<file path="config.mk">
export PLATFORM = sky130hd
export DESIGN_NAME = uart_param
export DESIGN_NICKNAME = d
export VERILOG_FILES = /design/src/rtl/uart_param.sv
export SDC_FILE = /design/constraint.sdc
export NUM_CORES = 1
export LEC_CHECK = 0
export CAP_MARGIN = 0
export CORE_MARGIN = 2
export CORE_UTILIZATION = 35
export DETAILED_ROUTE_END_ITERATION = 6
export MAX_ROUTING_LAYER = met4
export PLACE_DENSITY = 0.64
export SKIP_LAST_GASP = 1
export SLEW_MARGIN = 5
export SYNTH_ARGS = -nofsm -noshare
export SYNTH_HDL_FRONTEND = slang
export SYNTH_SLANG_ARGS = --single-unit
</file>
<file path="constraint.sdc">
create_clock -name clk -period 4.7 [get_ports clk]
set_input_delay 0.94 -clock clk [delete_from_list [all_inputs] [get_ports clk]]
set_output_delay 0.94 -clock clk [all_outputs]
set_load 0.01 [all_outputs]
</file>
<file path="src/rtl/uart_param.sv">
// Parametrised full-duplex UART: configurable baud, data width, stop bits, false-start rejection.
// Optional parity bit in both directions when UART_PARITY_EN is defined.
module uart_param #(
    parameter int unsigned CLK_FREQ   = 32000000,
    parameter int unsigned BAUD       = 9600,
    parameter int unsigned DATA_BITS  = 8,
    parameter int unsigned STOP_BITS  = 1,
    parameter int unsigned PARITY_ODD = 0
) (
    input  logic                 clk,
    input  logic                 rst,
    input  logic                 rx,
    output logic                 tx,
    input  logic [DATA_BITS-1:0] tx_send,
    input  logic                 tx_ready,
    output logic                 tx_busy,
    output logic [DATA_BITS-1:0] rx_byte,
    output logic                 ready,
    output logic                 frame_err,
    output logic                 parity_err
);

    localparam int unsigned CLKS_PER_BIT = CLK_FREQ / BAUD;
    localparam int unsigned HALF_BIT     = CLKS_PER_BIT / 2;
    localparam int unsigned STOP_LEN     = CLKS_PER_BIT * STOP_BITS;
    localparam int unsigned CNT_W        = $clog2(STOP_LEN + 1);
    localparam int unsigned BIT_W        = $clog2(DATA_BITS + 1);
`ifdef UART_PARITY_EN
    localparam logic PAR_ODD = (PARITY_ODD != 0);
`endif

    typedef enum logic [2:0] {
        TX_IDLE, TX_START, TX_DATA, TX_PARITY, TX_STOP
    } tx_state_t;

    typedef enum logic [2:0] {
        RX_IDLE, RX_START, RX_DATA, RX_PARITY, RX_STOP, RX_BREAK
    } rx_state_t;

    // ---------------- transmitter ----------------
    tx_state_t              tx_state, tx_state_nxt;
    logic [CNT_W-1:0]       tx_cnt, tx_cnt_nxt;
    logic [BIT_W-1:0]       tx_bit, tx_bit_nxt;
    logic [DATA_BITS-1:0]   tx_shreg, tx_shreg_nxt;
    logic                   tx_nxt, tx_busy_nxt;
`ifdef UART_PARITY_EN
    logic                   tx_par, tx_par_nxt;
`endif

    always_ff @(posedge clk) begin
        if (rst) begin
            tx_state <= TX_IDLE;
            tx_cnt   <= '0;
            tx_bit   <= '0;
            tx_shreg <= '0;
            tx       <= 1'b1;
            tx_busy  <= 1'b0;
`ifdef UART_PARITY_EN
            tx_par   <= 1'b0;
`endif
        end else begin
            tx_state <= tx_state_nxt;
            tx_cnt   <= tx_cnt_nxt;
            tx_bit   <= tx_bit_nxt;
            tx_shreg <= tx_shreg_nxt;
            tx       <= tx_nxt;
            tx_busy  <= tx_busy_nxt;
`ifdef UART_PARITY_EN
            tx_par   <= tx_par_nxt;
`endif
        end
    end

    // Line level and busy are computed one cycle ahead so both leave the flops together
    always_comb begin
        tx_state_nxt = tx_state;
        tx_cnt_nxt   = tx_cnt;
        tx_bit_nxt   = tx_bit;
        tx_shreg_nxt = tx_shreg;
        tx_nxt       = tx;
        tx_busy_nxt  = tx_busy;
`ifdef UART_PARITY_EN
        tx_par_nxt   = tx_par;
`endif
        unique case (tx_state)
            TX_IDLE: begin
                tx_nxt      = 1'b1;
                tx_busy_nxt = 1'b0;
                if (tx_ready) begin
                    tx_shreg_nxt = tx_send;
`ifdef UART_PARITY_EN
                    tx_par_nxt   = (^tx_send) ^ PAR_ODD;
`endif
                    tx_cnt_nxt   = '0;
                    tx_bit_nxt   = '0;
                    tx_nxt       = 1'b0;
                    tx_busy_nxt  = 1'b1;
                    tx_state_nxt = TX_START;
                end
            end
            TX_START: begin
                if (tx_cnt == CNT_W'(CLKS_PER_BIT - 1)) begin
                    tx_cnt_nxt   = '0;
                    tx_nxt       = tx_shreg[0];
                    tx_state_nxt = TX_DATA;
                end else begin
                    tx_cnt_nxt = tx_cnt + CNT_W'(1);
                end
            end
            TX_DATA: begin
                if (tx_cnt == CNT_W'(CLKS_PER_BIT - 1)) begin
                    tx_cnt_nxt = '0;
                    if (tx_bit == BIT_W'(DATA_BITS - 1)) begin
`ifdef UART_PARITY_EN
                        tx_nxt       = tx_par;
                        tx_state_nxt = TX_PARITY;
`else
                        tx_nxt       = 1'b1;
                        tx_state_nxt = TX_STOP;
`endif
                    end else begin
                        tx_bit_nxt   = tx_bit + BIT_W'(1);
                        tx_shreg_nxt = tx_shreg >> 1;
                        tx_nxt       = tx_shreg[1];
                    end
                end else begin
                    tx_cnt_nxt = tx_cnt + CNT_W'(1);
                end
            end
            TX_PARITY: begin
                if (tx_cnt == CNT_W'(CLKS_PER_BIT - 1)) begin
                    tx_cnt_nxt   = '0;
                    tx_nxt       = 1'b1;
                    tx_state_nxt = TX_STOP;
                end else begin
                    tx_cnt_nxt = tx_cnt + CNT_W'(1);
                end
            end
            TX_STOP: begin
                if (tx_cnt == CNT_W'(STOP_LEN - 1)) begin
                    tx_cnt_nxt   = '0;
                    tx_busy_nxt  = 1'b0;
                    tx_state_nxt = TX_IDLE;
                end else begin
                    tx_cnt_nxt = tx_cnt + CNT_W'(1);
                end
            end
            default: begin
                tx_nxt       = 1'b1;
                tx_busy_nxt  = 1'b0;
                tx_state_nxt = TX_IDLE;
            end
        endcase
    end

    // ---------------- receiver ----------------
    logic rx_meta, rx_s, rx_s_d;

    // Two-flop synchroniser plus one delay stage for falling-edge detection
    always_ff @(posedge clk) begin
        if (rst) begin
            rx_meta <= 1'b1;
            rx_s    <= 1'b1;
            rx_s_d  <= 1'b1;
        end else begin
            rx_meta <= rx;
            rx_s    <= rx_meta;
            rx_s_d  <= rx_s;
        end
    end

    rx_state_t              rx_state, rx_state_nxt;
    logic [CNT_W-1:0]       rx_cnt, rx_cnt_nxt;
    logic [BIT_W-1:0]       rx_bit, rx_bit_nxt;
    logic [DATA_BITS-1:0]   rx_shreg, rx_shreg_nxt;
    logic [DATA_BITS-1:0]   rx_byte_nxt;
    logic                   ready_nxt, frame_err_nxt;
`ifdef UART_PARITY_EN
    logic                   rx_par, rx_par_nxt;
    logic                   parity_err_nxt;
`endif

    always_ff @(posedge clk) begin
        if (rst) begin
            rx_state   <= RX_IDLE;
            rx_cnt     <= '0;
            rx_bit     <= '0;
            rx_shreg   <= '0;
            rx_byte    <= '0;
            ready      <= 1'b0;
            frame_err  <= 1'b0;
`ifdef UART_PARITY_EN
            rx_par     <= 1'b0;
            parity_err <= 1'b0;
`endif
        end else begin
            rx_state   <= rx_state_nxt;
            rx_cnt     <= rx_cnt_nxt;
            rx_bit     <= rx_bit_nxt;
            rx_shreg   <= rx_shreg_nxt;
            rx_byte    <= rx_byte_nxt;
            ready      <= ready_nxt;
            frame_err  <= frame_err_nxt;
`ifdef UART_PARITY_EN
            rx_par     <= rx_par_nxt;
            parity_err <= parity_err_nxt;
`endif
        end
    end

`ifndef UART_PARITY_EN
    assign parity_err = 1'b0;
`endif

    // Start is re-checked at mid-bit; later samples are whole bit periods after that point
    always_comb begin
        rx_state_nxt  = rx_state;
        rx_cnt_nxt    = rx_cnt;
        rx_bit_nxt    = rx_bit;
        rx_shreg_nxt  = rx_shreg;
        rx_byte_nxt   = rx_byte;
        ready_nxt     = 1'b0;
        frame_err_nxt = frame_err;
`ifdef UART_PARITY_EN
        rx_par_nxt     = rx_par;
        parity_err_nxt = parity_err;
`endif
        unique case (rx_state)
            RX_IDLE: begin
                if (rx_s_d && !rx_s) begin
                    rx_cnt_nxt   = '0;
                    rx_bit_nxt   = '0;
                    rx_state_nxt = RX_START;
                end
            end
            RX_START: begin
                if (rx_cnt == CNT_W'(HALF_BIT - 1)) begin
                    rx_cnt_nxt   = '0;
                    rx_state_nxt = rx_s ? RX_IDLE : RX_DATA;
                end else begin
                    rx_cnt_nxt = rx_cnt + CNT_W'(1);
                end
            end
            RX_DATA: begin
                if (rx_cnt == CNT_W'(CLKS_PER_BIT - 1)) begin
                    rx_cnt_nxt   = '0;
                    rx_shreg_nxt = {rx_s, rx_shreg[DATA_BITS-1:1]};
                    if (rx_bit == BIT_W'(DATA_BITS - 1)) begin
`ifdef UART_PARITY_EN
                        rx_state_nxt = RX_PARITY;
`else
                        rx_state_nxt = RX_STOP;
`endif
                    end else begin
                        rx_bit_nxt = rx_bit + BIT_W'(1);
                    end
                end else begin
                    rx_cnt_nxt = rx_cnt + CNT_W'(1);
                end
            end
            RX_PARITY: begin
                if (rx_cnt == CNT_W'(CLKS_PER_BIT - 1)) begin
                    rx_cnt_nxt   = '0;
`ifdef UART_PARITY_EN
                    rx_par_nxt   = rx_s;
`endif
                    rx_state_nxt = RX_STOP;
                end else begin
                    rx_cnt_nxt = rx_cnt + CNT_W'(1);
                end
            end
            RX_STOP: begin
                if (rx_cnt == CNT_W'(CLKS_PER_BIT - 1)) begin
                    rx_cnt_nxt = '0;
                    if (rx_s) begin
                        rx_byte_nxt    = rx_shreg;
                        ready_nxt      = 1'b1;
                        frame_err_nxt  = 1'b0;
`ifdef UART_PARITY_EN
                        parity_err_nxt = rx_par ^ (^rx_shreg) ^ PAR_ODD;
`endif
                        rx_state_nxt   = RX_IDLE;
                    end else begin
                        frame_err_nxt = 1'b1;
                        rx_state_nxt  = RX_BREAK;
                    end
                end else begin
                    rx_cnt_nxt = rx_cnt + CNT_W'(1);
                end
            end
            RX_BREAK: begin
                if (rx_s) begin
                    rx_state_nxt = RX_IDLE;
                end
            end
            default: rx_state_nxt = RX_IDLE;
        endcase
    end

endmodule

</file>
==> flow_summary.yaml, run 1 <==
synth:
  synthCells: 363
  yosys_warnings: 0
  ys_types: 61
  ys_seq_area_share_pct: 42.5
  syn_avg_cell_area_um2: 8.94
  syn_area_mm2: 0.00325
  synth-seq-cells: 69
  synth_fp_nets: 382
  synthFlopType: "dfxtp_1"
  synth_edf_count: 0
  ys_async_sr_fraction_pct: 0
cells_and_area:
  synthToLayoutAreaGrowth_pct: 15.6
  fin_nets: 401
  antenna_cells: 0
  postLayoutCoreUtil_pct: 41.2
  drive_gt1_share_pct: 9.82
  fillers: 935
route:
  drtPass1Iterations: 4
  ant_nets: 0
  finalWirelength_um: 6140
  drc: 0
  num_vias: 2590
  vias_per_cell: 5.20
  first_iter_violations: 147
  avgRoutedWirePerCell_um: 12.3
floorplanning:
  die_h_um: 100
  pin_count: 25
  rows: 35
  die_x_um: 100
  core_mm2: 0.00911
  start_util_pct: 35.6
  die_area_mm2: 0.0101
clock_network:
  htreeDepth: 3
  cts.hold.buffers_added: 0
  cts_sinks: 69
  clk_path_buf_depth: 2
  clk_pin_slew_ns: 0.08
  numCtsBuffers: 9
  cts_setup_buffers: 0
  ctsResizeCount: 0
  clk_latency_ns: 0.35
  cts_tree: "done"
  cts.root.buffer_cell: "clkbuf_8"
global_routing:
  grt_start_max_net_pins: 40
  grt_pass1_vias: 2317
  grt.overflow.total: 0
  grt_first_pass_wirelength_um: 10500
  grt_use_total_pct: 13.3
  antenna_found_initial: 0
timing:
  worst_slew_pin_slew_ns: 1.17
  final_hold_viol_count: 0
  fin_crit_sh_pct: 58.4
  maxSlewViolCount: 0
  max_freq_ghz: 0.364
  maxSlewHeadroom_pct: 21.5
  finalSetupTns_ns: 0
  grt_setup_unrepaired: "false"
  setup_viol: 0
  min_period_ns: 2.74
  skew_ns: 0.00928
critical_path:
  reg2reg_from: "tx_cnt[1]$_SDFFE_PP0P_"
  r2r_setup_slack_ns: 2.08
  critical_path_class: "in2reg"
  setup.worst_path.start_class: "input port"
  cp.arrival_ns: 2.97
  end_kind: "flop"
  cp_max_fo: 19
  worst_ep_required_time_ns: 4.92
  r2r.worst_path.cells: 7
  r2r-end: "tx_cnt[4]$_SDFFE_PP0P_"
place:
  hpwl_um: 4290
  io_buffers: 23
  routabilityCongestion: 0.886
hold_path:
  min_to: "rx_s$_SDFF_PP1_"
  hold_path.class: "reg2reg"
  hp-start: "rx_meta$_SDFF_PP1_"
  min_delay_path_depth: 1
job:
  maxCapViolations: 0
pwr:
  p_clk_share_pct: 44.0
  sw_frac_of_total_pct: 23.4
  seqPwrFrac_pct: 50.0
  power.density_mw_per_mm2: 324
  switchingPower_mw: 0.285
  p_leak_nw: 1.36
  p_int_mw: 0.930
  vdd_drop_max_mv: 0.195
  pwr-share-comb_pct: 6.1
run_status:
  outcome: "finished clean"
-- per-stage QoR --
stage	total power [mW]	cell area, µm²	hold WS (ns)	worst slack, ns	instances
after floorplan	0.671	3250	0.389	2.46	363
after global placement	0.693	3530	0.395	1.70	482
after detailed placement	0.694	3530	0.394	1.55	482
after CTS	1.23	3750	0.412	1.93	498
after global routing	1.26	3750	0.425	1.77	498
final	1.21	3750	0.411	1.96	498
-- logic make-up after synthesis --
logic type	synth area share, %
XOR/XNOR	5.40
buffers and inverters	4.47
other	0.115
AO/OA/AOI/OAI	14.9
flip-flops	42.5
adder cells (fa/ha/maj)	2.70
AND/OR/NAND/NOR	25.0
multiplexers	4.93
-- worst max-delay path: stages --
cell	delay, ns
clkdlybuf4s50_1	0.56
nor3b_1	0.38
a2bb2oi_2	0.65
nand4_1	0.21
xor2_1	0.17
nor2_1	0.05
-- sequential cells by signal, indices dropped and copies added, names as in the netlist, 3 cells and up --
| signal | count |
|---|---|
| tx_state | 3 |
| rx_shreg | 8 |
| rx_byte | 8 |
| tx_cnt | 12 |
| rx_state | 3 |
| rx_bit | 4 |
| tx_shreg | 8 |
| rx_cnt | 12 |
| tx_bit | 4 |
-- power by group through the flow --
stage                     Combinational (mW)  Clock, mW  Sequential, mW
final                                 0.0736      0.534           0.607
after CTS                             0.0743      0.550           0.607
after detailed placement              0.0741          0           0.620
after global placement                0.0728          0           0.620
after global routing                  0.0828      0.573           0.609
after floorplan                       0.0533          0           0.617
-- final cells by class --
cell class	instances	area (µm²)	area share, %
Clock inverter	7	97.6	2.60
Sequential cell	69	1380	36.8
Inverter	10	37.5	1.00
Clock buffer	9	124	3.30
Tap cell	111	139	3.70
Timing Repair Buffer	26	253	6.74
Multi-Input combinational cell	266	1720	45.8
-- metal layers --
layer  vias up  wire length (µm)  GRT usage, %
li1       1332                 -             -
met5         -                 0             -
met2        57              2810          20.5
met3         5               285          3.97
met1      1196              2970          16.2
met4         0                76          5.37
-- worst max-delay path by stage --
stage	endpoint	slack (ns)	cells past startpoint	start
floorplan	rx_state[2]$_SDFFE_PP0P_	2.46	5	rx_cnt[4]$_SDFFE_PP0P_
global placement	tx_bit[3]$_SDFFE_PP0P_	1.70	6	tx_ready
detailed placement	tx_bit[3]$_SDFFE_PP0P_	1.55	6	tx_ready
CTS	tx_bit[3]$_SDFFE_PP0P_	1.93	6	tx_ready
global route	tx_bit[3]$_SDFFE_PP0P_	1.77	6	tx_ready
finish	tx_bit[3]$_SDFFE_PP0P_	1.96	6	tx_ready
-- cells in the mapped netlist (all sizes together), types with 8 or more instances --
cell	number	area share (%)
nand4	12	2.3
mux2i	16	4.9
nand2	28	3.2
a21oi	15	2.3
xor2	15	4.0
o21ai	12	2.0
inv	10	1.2
nand3	16	2.5
nor2	48	5.5
dfxtp	69	43
clkbuf	9	1.0
a22o	8	2.2
-- layout by cell type (no fill, tap or decap), types with 7 or more instances in the layout --
master | Yosys | routed
clkbuf_8 | 0 | 9
clkdlybuf4s50_1 | 0 | 23
xor2_1 | 15 | 15
a211oi_1 | 7 | 7
inv_1 | 10 | 10
a31oi_1 | 7 | 7
nand2_1 | 28 | 28
nor2_1 | 48 | 48
nand4_1 | 12 | 12
nor3_1 | 7 | 7
mux2i_1 | 16 | 16
ha_1 | 7 | 7
a22o_1 | 8 | 8
nand3_1 | 16 | 16
dfxtp_1 | 69 | 69
a21oi_1 | 15 | 15
o21ai_0 | 11 | 11
No activity file was read; power rests on OpenSTA's default activity.
==> run 2: changes to the inputs <==
- clock period: 4.7 -> 2.7 ns (I/O delays scaled with it)
==> run 2 against run 1 <==
Register-to-register slack worse by 1.8 ns. Sequential cell count stayed put. Largest cell class unchanged. Final area is 0.23% higher. Setup slack worse by 1.7 ns. Largest power group unchanged.
==> flow_summary.yaml, run 2 (synthesis gave the netlist of run 1 again) <==
clock_network:
  htreeDepth: 3
  clk_latency_ns: 0.35
  cts_tree: "done"
  cts_sinks: 69
  ctsResizeCount: 0
  cts_setup_buffers: 0
  numCtsBuffers: 9
  clk_pin_slew_ns: 0.08
  cts.hold.buffers_added: 0
  clk_path_buf_depth: 2
  cts.root.buffer_cell: "clkbuf_8"
floorplanning:
  start_util_pct: 35.6
  core_mm2: 0.00911
  pin_count: 25
  die_area_mm2: 0.0101
  rows: 35
  die_x_um: 100
  die_h_um: 100
cells_and_area:
  reg_top3: "rx_cnt: 12 flops, tx_cnt: 12 flops"
  layout_common_cells: "dfxtp_1, nor2_1, nand2_1"
  drive_gt1_share_pct: 10.5
  postLayoutCoreUtil_pct: 41.3
  antenna_cells: 0
  final_common_cell: "dfxtp_1"
  fillers: 913
  synthToLayoutAreaGrowth_pct: 15.8
  postLayoutCellArea_mm2: 0.00376
  fin_nets: 406
run_status:
  outcome: "finished clean"
timing:
  skew_ns: 0.00791
  finalSetupTns_ns: 0
  grt_setup_unrepaired: "false"
  final_hold_viol_count: 0
  setup_viol: 0
  max_freq_ghz: 0.406
  setup_slack_ns: 0.237
  maxSlewHeadroom_pct: 54.4
  maxSlewViolCount: 0
  worst_slew_pin_slew_ns: 0.683
  min_period_ns: 2.46
  fin_crit_sh_pct: 91.2
pwr:
  vdd_drop_max_mv: 0.220
  finalPower_mw: 2.02
  p_leak_nw: 1.37
  power.density_mw_per_mm2: 537
critical_path:
  setup.worst_path.start_class: "flop"
  cp_max_fo: 12
  worst_ep_required_time_ns: 2.93
  critical_path_class: "reg2reg"
  end_kind: "flop"
  cp.arrival_ns: 2.69
place:
  dpl-instance-area_mm2: 0.00357
  routabilityCongestion: 0.856
  dp_slack_ns: 0.218
  hpwl_um: 4460
  io_buffers: 23
route:
  drtPass1Iterations: 4
  avgRoutedWirePerCell_um: 12.6
  finalWirelength_um: 6350
  first_iter_violations: 95
  ant_nets: 0
  vias_per_cell: 5.21
  drc: 0
  num_vias: 2620
job:
  maxCapViolations: 0
global_routing:
  antenna_found_initial: 0
  grt.overflow.total: 0
  grt_pass1_vias: 2443
  grt_start_max_net_pins: 21
  grt_first_pass_wirelength_um: 11100
  grt_use_total_pct: 14.0
hold_path:
  hold_path.class: "reg2reg"
-- run 2: changes by cell type in the layout (fill, tap and decap cells not counted), sizes merged --
cell	before	now
bufinv	2	1
clkbuf	9	12
clkinvlp	2	1
inv	12	10
clkinv	1	2
buf	3	8
-- run 2: path summary, 6_finish.rpt --
check	slack (ns)	from	depth (start not counted)	endpoint
worst max-delay path	0.24	rx_cnt[4]$_SDFFE_PP0P_	6	rx_cnt[5]$_SDFFE_PP0P_
worst min-delay path	0.41	rx_meta$_SDFF_PP1_	1	rx_s$_SDFF_PP1_
worst max register to register	0.24	rx_cnt[4]$_SDFFE_PP0P_	6	rx_cnt[5]$_SDFFE_PP0P_
worst min register to register	0.41	rx_meta$_SDFF_PP1_	1	rx_s$_SDFF_PP1_
-- run 2: critical path, stage by stage, from the launching register on --
cell	delay [ns]
dfxtp_1	0.36
or4b_1	0.56
or4_4	0.58
a21boi_4	0.17
o21ai_2	0.40
or4_2	0.20
o21ai_0	0.07
-- run 2: layer usage --
metal  GRT usage, %  vias to the layer above  wire length [µm]
met4           5.27                        0               121
met3           4.18                        8               227
met2           21.8                       46              2910
li1               -                     1330                 -
met5              -                        -                 0
met1           17.1                     1236              3090
-- run 2: layout make-up --
class                   count  area (µm²)  share of cell area (%)
clock inverters             4        47.5                    1.26
clock buffers              12         145                    3.86
flip-flops and latches     69        1380                    36.7
well taps                 111         139                    3.69
inverters                  10        37.5                   0.998
multi-input cells         266        1720                    45.7
repair buffers             31         290                    7.72
-- run 2: report_power, final --
| part | switching [mW] | total, mW | leakage, nW | internal (mW) |
|---|---|---|---|---|
| Sequential | 0.0181 | 1.06 | 0.559 | 1.04 |
| Combinational | 0.0724 | 0.135 | 0.716 | 0.0628 |
| Clock | 0.379 | 0.829 | 0.0964 | 0.449 |
| Total | 0.470 | 2.02 | 1.37 | 1.55 |
-- run 2: per-stage QoR --
| stage | hold slack, ns | instances |
|---|---|---|
| after floorplan | 0.389 | 363 |
| after global placement | 0.392 | 487 |
| after detailed placement | 0.398 | 487 |
| after CTS | 0.416 | 503 |
| after global routing | 0.433 | 503 |
| final | 0.412 | 503 |
==> run 3: changes to the inputs <==
- HOLD_SLACK_MARGIN: default -> 0.02
==> results of run 3 <==
No change in the layout: final DEF, timing and power equal those of run 2.
